<file path="src/rtl/rr_mux_arbiter_if.sv">
// Bus between the requesters and the round-robin mux arbiter: requests, data
// bits and enable in, registered select/grant/busy and mux output back.
interface rr_mux_arbiter_if;
    logic       en;
    logic [7:0] req;
    logic [7:0] din;
    logic [2:0] sel;
    logic [7:0] gnt;
    logic       busy;
    logic       y;

    modport master (output en, req, din, input sel, gnt, busy, y);
    modport slave  (input en, req, din, output sel, gnt, busy, y);
endinterface

</file>
<file path="src/rtl/rr_mux_arbiter.sv">
// Round-robin arbiter sharing an 8:1 single-bit mux between 8 requesters,
// with tenure bounded to MAX_HOLD cycles and a registered mux output.
module rr_mux_arbiter #(
    parameter int MAX_HOLD = 4,
    parameter int HCW      = 4
) (
    input  logic               clk,
    input  logic               rst,
    rr_mux_arbiter_if.slave    bus
);

    typedef enum logic {IDLE, GRANT} state_t;

    state_t         state_reg, state_next;
    logic [2:0]     ptr_reg, ptr_next;
    logic [2:0]     sel_reg, sel_next;
    logic [7:0]     gnt_reg, gnt_next;
    logic           busy_reg, busy_next;
    logic           y_reg, y_next;
    logic [HCW-1:0] hold_cnt_reg, hold_cnt_next;

    logic [7:0]     masked_req;
    logic [7:0]     search_vec;
    logic [7:0]     rot_vec;
    logic [2:0]     search_start;
    logic [2:0]     win_off;
    logic [2:0]     win_idx;
    logic           win_found;
    logic           release_grant;

    // The current holder is masked out so a release always hands over to someone else.
    genvar gi;
    generate
        for (gi = 0; gi < 8; gi++) begin : g_mask
            assign masked_req[gi] = bus.req[gi] & (sel_reg != 3'(gi));
        end
    endgenerate

    always_comb begin
        search_vec   = bus.req;
        search_start = ptr_reg;
        if (state_reg == GRANT) begin
            search_vec   = masked_req;
            search_start = sel_reg + 3'd1;
        end
    end

    // Rotate so that bit 0 of rot_vec is the highest-priority index.
    generate
        for (gi = 0; gi < 8; gi++) begin : g_rot
            logic [2:0] idx;
            assign idx         = search_start + 3'(gi);
            assign rot_vec[gi] = search_vec[idx];
        end
    endgenerate

    always_comb begin
        win_off = 3'd0;
        for (int i = 7; i >= 0; i--) begin
            if (rot_vec[i]) begin
                win_off = 3'(i);
            end
        end
    end

    assign win_found     = |rot_vec;
    assign win_idx       = search_start + win_off;
    assign release_grant = !bus.req[sel_reg] || (hold_cnt_reg == HCW'(MAX_HOLD)) || !bus.en;

    always_comb begin
        state_next    = state_reg;
        ptr_next      = ptr_reg;
        sel_next      = sel_reg;
        gnt_next      = gnt_reg;
        busy_next     = busy_reg;
        hold_cnt_next = hold_cnt_reg;
        y_next        = (state_reg == GRANT) ? bus.din[sel_reg] : 1'b0;

        case (state_reg)
            IDLE: begin
                if (bus.en && win_found) begin
                    state_next    = GRANT;
                    sel_next      = win_idx;
                    gnt_next      = 8'd1 << win_idx;
                    busy_next     = 1'b1;
                    hold_cnt_next = HCW'(1);
                end
            end
            GRANT: begin
                if (!release_grant) begin
                    hold_cnt_next = hold_cnt_reg + HCW'(1);
                end else begin
                    ptr_next = sel_reg + 3'd1;
                    if (bus.en && win_found) begin
                        sel_next      = win_idx;
                        gnt_next      = 8'd1 << win_idx;
                        busy_next     = 1'b1;
                        hold_cnt_next = HCW'(1);
                    end else begin
                        state_next    = IDLE;
                        gnt_next      = 8'd0;
                        busy_next     = 1'b0;
                        hold_cnt_next = '0;
                    end
                end
            end
            default: begin
                state_next = IDLE;
            end
        endcase
    end

    always_ff @(posedge clk) begin
        if (rst) begin
            state_reg    <= IDLE;
            ptr_reg      <= 3'd0;
            sel_reg      <= 3'd0;
            gnt_reg      <= 8'd0;
            busy_reg     <= 1'b0;
            y_reg        <= 1'b0;
            hold_cnt_reg <= '0;
        end else begin
            state_reg    <= state_next;
            ptr_reg      <= ptr_next;
            sel_reg      <= sel_next;
            gnt_reg      <= gnt_next;
            busy_reg     <= busy_next;
            y_reg        <= y_next;
            hold_cnt_reg <= hold_cnt_next;
        end
    end

    assign bus.sel  = sel_reg;
    assign bus.gnt  = gnt_reg;
    assign bus.busy = busy_reg;
    assign bus.y    = y_reg;

endmodule

</file>
<file path="src/flat_wrapper.sv">
// flat-port wrapper written by rule: the top's interface ports become plain ports
module rr_mux_arbiter_flat 
#(
    parameter int MAX_HOLD = 4,
    parameter int HCW      = 4
)
  (clk, rst, bus_en, bus_req, bus_din, bus_sel, bus_gnt, bus_busy, bus_y);
  rr_mux_arbiter_if bus_i ();
  input  logic clk;
  input  logic rst;
  input wire logic [$bits(bus_i.en)-1:0] bus_en;
  input wire logic [$bits(bus_i.req)-1:0] bus_req;
  input wire logic [$bits(bus_i.din)-1:0] bus_din;
  output wire logic [$bits(bus_i.sel)-1:0] bus_sel;
  output wire logic [$bits(bus_i.gnt)-1:0] bus_gnt;
  output wire logic [$bits(bus_i.busy)-1:0] bus_busy;
  output wire logic [$bits(bus_i.y)-1:0] bus_y;
  assign bus_i.en = bus_en;
  assign bus_i.req = bus_req;
  assign bus_i.din = bus_din;
  assign bus_sel = bus_i.sel;
  assign bus_gnt = bus_i.gnt;
  assign bus_busy = bus_i.busy;
  assign bus_y = bus_i.y;
  rr_mux_arbiter #(.MAX_HOLD(MAX_HOLD), .HCW(HCW)) u_core (.clk(clk), .rst(rst), .bus(bus_i));
endmodule
</file>
<file path="config.mk">
export PLATFORM = sky130hd
export DESIGN_NAME = rr_mux_arbiter_flat
export DESIGN_NICKNAME = d
export VERILOG_FILES = /design/src/rtl/rr_mux_arbiter_if.sv /design/src/rtl/rr_mux_arbiter.sv /design/src/flat_wrapper.sv
export SDC_FILE = /design/constraint.sdc
export NUM_CORES = 1
export LEC_CHECK = 0
export ABC_AREA = 1
export CAP_MARGIN = 5
export CELL_PAD_IN_SITES_DETAIL_PLACEMENT = 0
export CELL_PAD_IN_SITES_GLOBAL_PLACEMENT = 1
export CORE_MARGIN = 2
export CORE_UTILIZATION = 37
export DETAILED_ROUTE_END_ITERATION = 6
export GPL_ROUTABILITY_DRIVEN = 0
export GPL_TIMING_DRIVEN = 0
export PLACE_DENSITY = 0.91
export SLEW_MARGIN = 20
export SYNTH_ARGS = -nofsm -noshare
export SYNTH_HDL_FRONTEND = slang
export SYNTH_SLANG_ARGS = --single-unit
</file>
<file path="constraint.sdc">
create_clock -name clk -period 4.45 [get_ports clk]
set_input_delay 0.445 -clock clk [delete_from_list [all_inputs] [get_ports clk]]
set_output_delay 0.445 -clock clk [all_outputs]
set_load 0.01 [all_outputs]
</file>
Word-level counts from Yosys, hierarchy flattened
Index checks and enable logic that the tools add are counted.
{"block": "classes", "div_mod_pow": 0, "n_reduce_logical": 10, "order_cmp": 9, "eq_ne": 10, "muxes": 47, "addsub": 10, "n_shift": 1, "multipliers": 0, "bitwise_logic": 9}
{"cell": "< comparator 3 x 4 -> 1 bit (second input constant)", "n": 9}
{"cell": "two-way mux 3 bit", "n": 11}
{"cell": "two-way mux 8 bit", "n": 4}
{"cell": "binary-select mux 1 bit (select 3 bit)", "n": 10}
{"cell": "one-hot mux 8 bit (2 select lines)", "n": 1}
{"cell": "two-way mux 1 bit", "n": 15}
{"cell": "adder 3 bit (second input constant)", "n": 4}
{"cell": "inequality test 3 bit (second input constant)", "n": 4}
{"cell": "bitwise AND 1 bit", "n": 8}
{"cell": "two-way mux 4 bit", "n": 2}
{"cell": "one-hot mux 4 bit (2 select lines)", "n": 1}
{"cell": "OR reduction 8 bit", "n": 1}
{"cell": "left shift 1 x 3 -> 8 bit (first input constant)", "n": 1}
{"cell": "adder 3 x 1 -> 3 bit (second input constant)", "n": 2}
{"cell": "adder 3 x 2 -> 3 bit (second input constant)", "n": 2}
{"cell": "inequality test 3 x 2 -> 1 bit (second input constant)", "n": 2}
{"cell": "one-hot mux 3 bit (2 select lines)", "n": 1}
{"cell": "adder 4 x 1 -> 4 bit (second input constant)", "n": 1}
{"cell": "equality test 4 x 3 -> 1 bit (second input constant)", "n": 1}
{"cell": "one-hot mux 1 bit (2 select lines)", "n": 2}
{"cell": "AND reduction 2 bit", "n": 2}
{"cell": "adder 3 bit", "n": 1}
{"cell": "inequality test 3 x 1 -> 1 bit (second input constant)", "n": 1}
{"cell": "nonzero test 3 bit", "n": 1}
{"cell": "other kinds (7)", "n": 9}
{"block": "word_totals", "memories": 0, "ff_bits": 21, "ramBits": 0, "latch_bits": 0, "input_bits": 19, "rom_bits": 0, "out_inout_bits": 13, "elab_cells": 103}

Logic depth before layout (Yosys ltp)
Gate-level depths: netlist of run 1.
{"block": "depth", "depth_word": 18, "ltp_mapped": 26, "mapped_depth_nobuf": 26}

Worst setup path after synthesis of run 1
Ideal clock, no wire load.
{"block": "synth_path", "path_type": "flip-flop to flip-flop", "startpoint": "register u_core.sel_reg[1] (netlist: u_core.bus.sel[1])", "endpoint": "register u_core.sel_reg[2] (netlist: u_core.bus.sel[2])", "n_path_buf": 0, "path_stages_with_launch": 25, "required_time_ns": 4.322, "t_arrival_ns": 3.395, "slack_ns": 0.928, "path_cell_list": "dfxtp_1 -> inv_1 -> ha_1 -> inv_1 -> nand2_1 -> nand2_1 -> ha_1 -> xor2_2 -> inv_2 -> nand2_1 -> nand2_1 -> o21ai_0 -> nand2_1 -> nand2_1 -> nand2_1 -> a21boi_0 -> ha_1 -> inv_1 -> fa_1 -> xor2_1 -> nand3_1 -> nand2_2 -> nor2_4 -> a21oi_1 -> nor2_1"}
{"block": "synth_via", "elab_chain_cells": 17, "word_cells_on_any_way": 62, "classes_between": "add/sub (9); eq/ne (8); mux (31); bitwise (8); reduce/logical (6)"}
{"item": "start: declaration", "line": "rr_mux_arbiter.sv:16", "rtl": "logic [2:0] sel_reg, sel_next;"}
{"item": "start signal: assignment", "line": "rr_mux_arbiter.sv:125", "rtl": "sel_reg <= sel_next;"}
{"item": "adder 3 x 1 -> 3 bit, or another cell as far along", "line": "rr_mux_arbiter.sv:44", "rtl": "search_start = sel_reg + 3'd1;"}
{"item": "two-way mux 3 bit or bitwise AND 1 bit (tied branches)", "line": "rr_mux_arbiter.sv:42, rr_mux_arbiter.sv:35"}
{"item": "adder 3 bit or two-way mux 8 bit (tied branches)", "line": "rr_mux_arbiter.sv:52, rr_mux_arbiter.sv:42"}
{"item": "binary-select mux 1 bit (select 3 bit)", "line": "rr_mux_arbiter.sv:53", "rtl": "assign rot_vec[gi] = search_vec[idx];"}
{"item": "two-way mux 1 bit (not written as such)", "line": "rr_mux_arbiter.sv:53"}
{"item": "two-way mux 3 bit (8 in a row)", "line": "rr_mux_arbiter.sv:60", "rtl": "if (rot_vec[i]) begin"}
{"item": "adder 3 bit", "line": "rr_mux_arbiter.sv:67", "rtl": "assign win_idx = search_start + win_off;"}
{"item": "two-way mux 3 bit", "line": "rr_mux_arbiter.sv:81, rr_mux_arbiter.sv:94"}
{"item": "two-way mux 3 bit", "line": "rr_mux_arbiter.sv:90", "rtl": "if (!release_grant) begin"}
{"item": "one-hot mux 3 bit (2 select lines)", "line": "rr_mux_arbiter.sv:79", "rtl": "case (state_reg)"}
Parallel ways exist; a longest one is shown, timed or not. The select of a mux whose other input is x is not followed.
A chain may end at the register's enable or synchronous reset.

Worst setup path in the final report of run 1
{"block": "layout_path", "startpoint": "register u_core.sel_reg[0] (netlist: u_core.bus.sel[0])", "endpoint": "register u_core.gnt_reg[5] (netlist: u_core.bus.gnt[5])"}
{"block": "layout_via", "elab_chain_cells": 18, "word_cells_on_any_way": 66, "classes_between": "add/sub (9); eq/ne (9); shift (1); mux (32); bitwise (8); reduce/logical (7)"}
{"item": "adder 3 x 1 -> 3 bit, or another cell as far along", "line": "rr_mux_arbiter.sv:44"}
{"item": "two-way mux 3 bit or bitwise AND 1 bit (tied branches)", "line": "rr_mux_arbiter.sv:42, rr_mux_arbiter.sv:35"}
{"item": "adder 3 bit or two-way mux 8 bit (tied branches)", "line": "rr_mux_arbiter.sv:52, rr_mux_arbiter.sv:42"}
{"item": "binary-select mux 1 bit (select 3 bit)", "line": "rr_mux_arbiter.sv:53"}
{"item": "two-way mux 1 bit (not written as such)", "line": "rr_mux_arbiter.sv:53"}
{"item": "two-way mux 3 bit (8 in a row)", "line": "rr_mux_arbiter.sv:60"}
{"item": "adder 3 bit", "line": "rr_mux_arbiter.sv:67"}
{"item": "left shift 1 x 3 -> 8 bit", "line": "rr_mux_arbiter.sv:84, rr_mux_arbiter.sv:96"}
{"item": "two-way mux 8 bit", "line": "rr_mux_arbiter.sv:94", "rtl": "if (bus.en && win_found) begin"}
{"item": "two-way mux 8 bit", "line": "rr_mux_arbiter.sv:90"}
{"item": "one-hot mux 8 bit (2 select lines)", "line": "rr_mux_arbiter.sv:79"}
{"item": "end signal: assignment", "line": "rr_mux_arbiter.sv:126", "rtl": "gnt_reg <= gnt_next;"}
{"item": "end: declaration", "line": "rr_mux_arbiter.sv:17", "rtl": "logic [7:0] gnt_reg, gnt_next;"}
Parallel ways exist; a longest one is shown, timed or not. The select of a mux whose other input is x is not followed.

==> results of run 1 <==
power groups by stage:
stage	Clock (W)	Combinational (W)	Sequential, W
detailed placement	0	0.000600	0.000250
finish	0.000124	0.000602	0.000247
floorplan	0	0.000435	0.000252
global route	0.000133	0.000692	0.000251
global placement	0	0.000593	0.000250
CTS	0.000126	0.000604	0.000246
worst paths after layout:
| kind | start | end | slack (ns) | depth (start not counted) |
|---|---|---|---|---|
| worst max-delay path | u_core.bus.sel[0]$_SDFFE_PP0P_ | u_core.bus.gnt[5]$_SDFFE_PP0P_ | 0.55 | 25 |
| worst min-delay path | u_core.hold_cnt_reg[3]$_SDFFE_PP0P_ | u_core.hold_cnt_reg[3]$_SDFFE_PP0P_ | 0.46 | 2 |
| worst max register to register | u_core.bus.sel[0]$_SDFFE_PP0P_ | u_core.bus.gnt[5]$_SDFFE_PP0P_ | 0.55 | 25 |
| worst min register to register | u_core.hold_cnt_reg[3]$_SDFFE_PP0P_ | u_core.hold_cnt_reg[3]$_SDFFE_PP0P_ | 0.46 | 2 |
timing repair:
action	in CTS	in global routing
setup endpoints to repair	0	9
resized for setup	0	2
hold endpoints to repair	0	0
synthesized netlist by cell type, types with 3 or more instances:
master	n	area, um2
a21oi_1	20	100.1
buf_4	3	22.52
dfxtp_1	21	420.4
ha_1	11	137.6
inv_1	21	78.83
inv_2	4	15.01
nand2_1	102	382.9
nand2_2	9	56.30
nand3_1	45	225.2
nor2_1	15	56.30
o21ai_0	11	55.05
xor2_1	4	35.03
through the flow:
step | hold WS [ns] | total power [W] | worst slack [ns] | utilization, % | cell area (um2)
global placement | 0.4499 | 0.0008431 | 0.4157 | 46.82 | 2226
CTS | 0.4676 | 0.0009764 | 0.3109 | 47.76 | 2271
global route | 0.4888 | 0.001076 | 0.06517 | 47.84 | 2275
floorplan | 0.4391 | 0.0006873 | 0.9278 | - | 1842
detailed placement | 0.4552 | 0.0008500 | 0.3546 | 46.82 | 2226
finish | 0.4611 | 0.0009728 | 0.5505 | 47.84 | 2275
worst max-delay path, delay by kind of cell, from the launching register on:
family / cells / cell delay (ns)
flops: 1 / 0.47
compound gates: 3 / 0.47
buf+inv: 5 / 0.41
simple gates: 11 / 0.89
xor+xnor: 2 / 0.46
fa+ha+maj: 4 / 1.15
cells in the final DEF (no fill, tap or decap), types with 2 or more instances in the layout:
cell               n
o21ai_0           11
o221ai_1           2
buf_4              3
nor2_4             2
clkbuf_8           3
xnor2_1            2
inv_2              4
nand2_2           10
nand2_1          101
xor2_1             4
clkdlybuf4s50_1   30
dfxtp_1           20
nor2_2             2
inv_1             21
clkbuf_1           2
nand3_1           45
a211oi_1           2
xor2_2             2
a21oi_1           20
nor2_1            15
ha_1              11
area by class of cell:
class	count	area [um2]
Multi-Input combinational cell	239	1284
Inverter	25	93.84
Sequential cell	21	421.7
Clock buffer	4	45.04
Fill cell	536	2480
Buffer	7	46.29
Timing Repair Buffer	30	300.3
Tap cell	67	83.83
cells by family after synthesis:
| logic type | Yosys count |
|---|---|
| and+or+nand+nor | 178 |
| AOI/OAI and AO/OA | 41 |
| buffers and inverters | 32 |
| DFF | 21 |
| adders and majority gates | 12 |
| xor gates and xnor gates | 8 |
per-layer routing:
metal / vias to the layer above / part of all wire [%] / routed length [um]
met5: - / 0 / 0
met4: 0 / 1.6 / 73
met3: 9 / 3.4 / 156
met2: 36 / 45 / 2030
met1: 860 / 50 / 2279
li1: 1020 / - / -
==> results.yml, run 1 <==
power_and_ir_drop:
  pwr-share-comb_pct: 61.9
  ir_drop_mv: 0.2878
  p_per_area_nw_per_um2: 427.7
  swShare_pct: 47.21
  power.internal_w: 0.0005136
  p_seq_share_pct: 25.3
  clockPowerShare_pct: 12.7
  p_leak_nw: 1.031
  p_sw_w: 0.0004593
timing:
  finalHoldViolCount: 0
  final.setup.tns_ns: 0
  max_slew_margin_pct: 70.49
  finalCritPeriodShare_pct: 87.63
  slew_viol_final: 0
  max_slew.worst_pin.slew_ns: 0.4427
  rsz0062_at_grt: "no"
  finalSetupViolCount: 0
  layout_min_cycle_time_ns: 3.899
  max_freq_mhz: 256.4
  finalClockSkew_ns: 0.004145
setup_path:
  worst_ep_arrival_time_ns: 4.09
  crit_path_end_kind: "register"
  crit_fanout: 11
  startpoint_type: "register"
  slowest_stage: "dfxtp_1"
  slowest_delay_ns: 0.47
  path_class: "reg2reg"
  required_ns: 4.64
  cpMostUsedCell: "nand2_1"
logic_synthesis:
  syn_area_um2: 1842
  muxShareOfSynthArea_pct: 0
  synthesis.nets: 323
  yosysWarnings: 0
  yosysSeqAreaShare_pct: 22.83
  synthCells: 292
  avgSynthCellArea_um2: 6.307
  yosys_most_used_dff: "dfxtp_1"
  ys_types: 32
  synth_compound_area_share_pct: 13.25
  ys_async_sr_fraction_pct: 0
  synthAdderAreaFrac_pct: 8.560
  yosys.area_share.simple_pct: 43.14
  synth_top_family_by_area: "simple AND/OR/NAND/NOR gates"
  yosys_register_bits: 21
  synth_xor_area_share_pct: 4.620
  synth_edf_count: 0
floorplan:
  die_h_um: 74.56
  start_util_pct: 38.74
  core_um2: 4755
  rows: 25
  ios: 32
  fp.dieW_um: 74.56
  die-area_um2: 5558
grt:
  track_usage_pct: 17.82
  grt_busiest_layer: "met2"
  gr-total-overflow: 0
  first_global_vias: 1836
  met2_usage_pct: 30.19
  grt_pass1_wl_mm: 7.948
  grt_use_met3_pct: 0.9485
  grt_max_degree: 12
  met1_usage_pct: 24.40
  antenna_found_initial: 0
placement:
  port_buffers: 30
  dp_hpwl_mm: 3.660
  place_inst: 389
drt:
  drtAntennaViolNets: 0
  dr_total_vias: 1925
  drt-pass1-iter-count: 4
  post_drt_via_cell_ratio: 4.898
  totalWireLength_mm: 4.540
  drt-initial-drc-count: 117
  drt-wirelength-per-cell_um: 11.55
  drc: 0
run_status:
  status: "finished, final reports clean"
clock_network:
  cts_tree: "yes"
  cts_buffers: 3
  cts_root_buf: "clkbuf_8"
  worstSkewPairLatency_ns: 0.26
  postCtsHoldBufs: 0
  cts_setup_buffers: 0
  path_clk_slew_ns: 0.07
  cts_max_level: 1
  cts.sinks: 21
  cts.path.max_buffers: 2
layout:
  num_antenna_cells: 0
  finalNonFillerCells: 393
  fin_nets: 358
  final_layout_size_suffix_gt1_share_pct: 10.43
  area_growth_pct: 23.51
  largest_reg_flops: 8
job:
  maxCapViolations: 0
worst_hold_path:
  min_path_type: "reg2reg"
No activity file was read; power rests on OpenSTA's default activity.
==> inputs of run 2 (changes only) <==
--- a/config.mk
+++ b/config.mk
@@ -10,11 +10,13 @@
 export CELL_PAD_IN_SITES_DETAIL_PLACEMENT = 0
 export CELL_PAD_IN_SITES_GLOBAL_PLACEMENT = 1
 export CORE_MARGIN = 2
-export CORE_UTILIZATION = 37
+export CORE_UTILIZATION = 44
 export DETAILED_ROUTE_END_ITERATION = 6
+export DONT_BUFFER_PORTS = 1
 export GPL_ROUTABILITY_DRIVEN = 0
 export GPL_TIMING_DRIVEN = 0
-export PLACE_DENSITY = 0.91
+export HOLD_SLACK_MARGIN = 0.03
+export PLACE_DENSITY = 0.9
 export SLEW_MARGIN = 20
 export SYNTH_ARGS = -nofsm -noshare
 export SYNTH_HDL_FRONTEND = slang
==> results.yml, run 2 (synthesis results as in run 1) <==
floorplan:
  start_util_pct: 45.71
  core_um2: 4029
  fp.dieW_um: 68.70
  die-area_um2: 4720
  die_h_um: 68.70
  rows: 23
  ios: 32
setup_path:
  reg2reg_slack_ns: 0.45
  crit_fanout: 11
  r2r_cells: 25
  crit_path_end_kind: "register"
  cpMostUsedCell: "nand2_1"
  required_ns: 4.63
  startpoint_type: "register"
  slowest_delay_ns: 0.52
  reg2reg_from: "u_core.bus.sel[0]$_SDFFE_PP0P_"
  startpoint: "u_core.bus.sel[0]$_SDFFE_PP0P_"
  worst_ep_arrival_time_ns: 4.18
  r2r_end: "u_core.bus.gnt[4]$_SDFFE_PP0P_"
  path_class: "reg2reg"
  slowest_stage: "dfxtp_1"
power_and_ir_drop:
  p_sw_w: 0.0004420
  p_per_area_nw_per_um2: 464.6
  p_seq_share_pct: 28.7
  power.internal_w: 0.0004642
  ir_drop_mv: 0.3553
  swShare_pct: 48.78
  p_leak_nw: 0.9187
  pwr-share-comb_pct: 58.1
  clockPowerShare_pct: 13.2
worst_hold_path:
  hold_path_end: "u_core.state_reg$_SDFF_PP0_"
  hp-start: "bus_en"
  min_path_type: "in2reg"
  min_delay_path_depth: 2
timing:
  finalClockSkew_ns: 0.006219
  rsz0062_at_grt: "no"
  max_slew_margin_pct: 69.99
  max_slew.worst_pin.slew_ns: 0.4502
  max_freq_mhz: 250.2
  finalHoldViolCount: 0
  layout_min_cycle_time_ns: 3.996
  slew_viol_final: 0
  final.setup.tns_ns: 0
  finalSetupViolCount: 0
  finalCritPeriodShare_pct: 89.80
layout:
  multi_input_area_um2: 1281
  fin_nets: 328
  final_layout_size_suffix_gt1_share_pct: 11.15
  finalNonFillerCells: 346
  num_antenna_cells: 0
  final_common_cell: "nand2_1"
  area_growth_pct: 5.910
  largest_reg_flops: 8
  nFillCells: 430
  layout.area.seq_um2: 421.7
  final_cell_mix: "nand2_1, nand3_1, inv_1, a21oi_1, dfxtp_1"
drt:
  drt-pass1-iter-count: 5
  drt-wirelength-per-cell_um: 12.30
  totalWireLength_mm: 4.256
  drt-initial-drc-count: 121
  drtAntennaViolNets: 0
  post_drt_via_cell_ratio: 5.173
  dr_total_vias: 1790
  drc: 0
clock_network:
  cts_root_buf: "clkbuf_8"
  cts_tree: "yes"
  cts_max_level: 1
  postCtsHoldBufs: 0
  cts.sinks: 21
  worstSkewPairLatency_ns: 0.25
  cts_setup_buffers: 0
  cts.path.max_buffers: 2
  path_clk_slew_ns: 0.07
  cts_buffers: 3
grt:
  antenna_found_initial: 0
  track_usage_pct: 19.63
  grt_pass1_wl_mm: 7.141
  grt_max_degree: 12
  first_global_vias: 1612
  gr-total-overflow: 0
placement:
  dp_hpwl_mm: 3.412
  port_buffers: 0
  place_inst: 342
run_status:
  status: "finished, final reports clean"
job:
  maxCapViolations: 0
## run 2: cell count changes in the layout (fill, tap and decap cells not counted)
cell / before / now
nand2_2: 10 / 9
clkdlybuf4s50_1: 30 / 0
nand2_1: 101 / 102
## run 2: metrics by stage
| step | power [W] | instance area (um2) | worst slack [ns] | util [%] | hold WS [ns] |
|---|---|---|---|---|---|
| 2_1_floorplan | 0.0006873 | 1842 | 0.9278 | - | 0.4391 |
| 3_3_place_gp | 0.0007836 | 1904 | 0.3430 | 47.27 | 0.4489 |
| 3_5_place_dp | 0.0007873 | 1904 | 0.3444 | 47.27 | 0.4525 |
| 4_1_cts | 0.0009116 | 1949 | 0.3188 | 48.39 | 0.3691 |
| 5_1_grt | 0.0009995 | 1951 | 0.05319 | 48.42 | 0.3915 |
| 6_report | 0.0009062 | 1951 | 0.4539 | 48.42 | 0.3698 |
## run 2: what timing repair did
| item | in CTS | in global routing |
|---|---|---|
| hold endpoints to repair | 0 | 0 |
| setup endpoints to repair | 0 | 7 |
| resized for setup | 0 | 1 |
## run 2: worst max path at each step
stage | depth (start not counted) | to
2_1_floorplan | 24 | u_core.bus.sel[2]$_SDFFE_PP0P_
3_3_place_gp | 25 | u_core.bus.gnt[5]$_SDFFE_PP0P_
3_5_place_dp | 25 | u_core.bus.gnt[5]$_SDFFE_PP0P_
4_1_cts | 25 | u_core.bus.gnt[5]$_SDFFE_PP0P_
5_1_grt | 25 | u_core.bus.gnt[6]$_SDFFE_PP0P_
6_report | 25 | u_core.bus.gnt[4]$_SDFFE_PP0P_
## run 2: layout make-up
cell class / count / area share [%]
inverter: 25 / 4.811
clock buffer: 4 / 2.309
sequential: 21 / 21.62
tap: 50 / 3.207
buffer: 7 / 2.373
multi-input combinational: 239 / 65.68
## run 2: power groups by stage
stage          sequential [W]  clock [W]  combinational (W)
2_1_floorplan        0.000252          0           0.000435
5_1_grt              0.000264   0.000132           0.000603
3_5_place_dp         0.000264          0           0.000523
3_3_place_gp         0.000263          0           0.000520
4_1_cts              0.000260   0.000125           0.000527
6_report             0.000260   0.000120           0.000527
## run 2: worst max-delay path: cells and delay by family, from the launching register on
kind / cells / cell delay [ns]
flip-flops: 1 / 0.52
XOR/XNOR: 2 / 0.42
buffers and inverters: 5 / 0.45
adder cells (fa/ha/maj): 4 / 1.13
AND/OR/NAND/NOR: 11 / 0.98
AO/OA/AOI/OAI: 3 / 0.43
## run 2: per-layer routing
metal / part of all wire [%] / vias up / GRT usage, %
li1: - / 962 / -
met5: 0 / - / 0
met3: 6.0 / 2 / 3.247
met1: 47 / 779 / 26.42
met2: 46 / 47 / 33.29
met4: 0.47 / 0 / 3.676
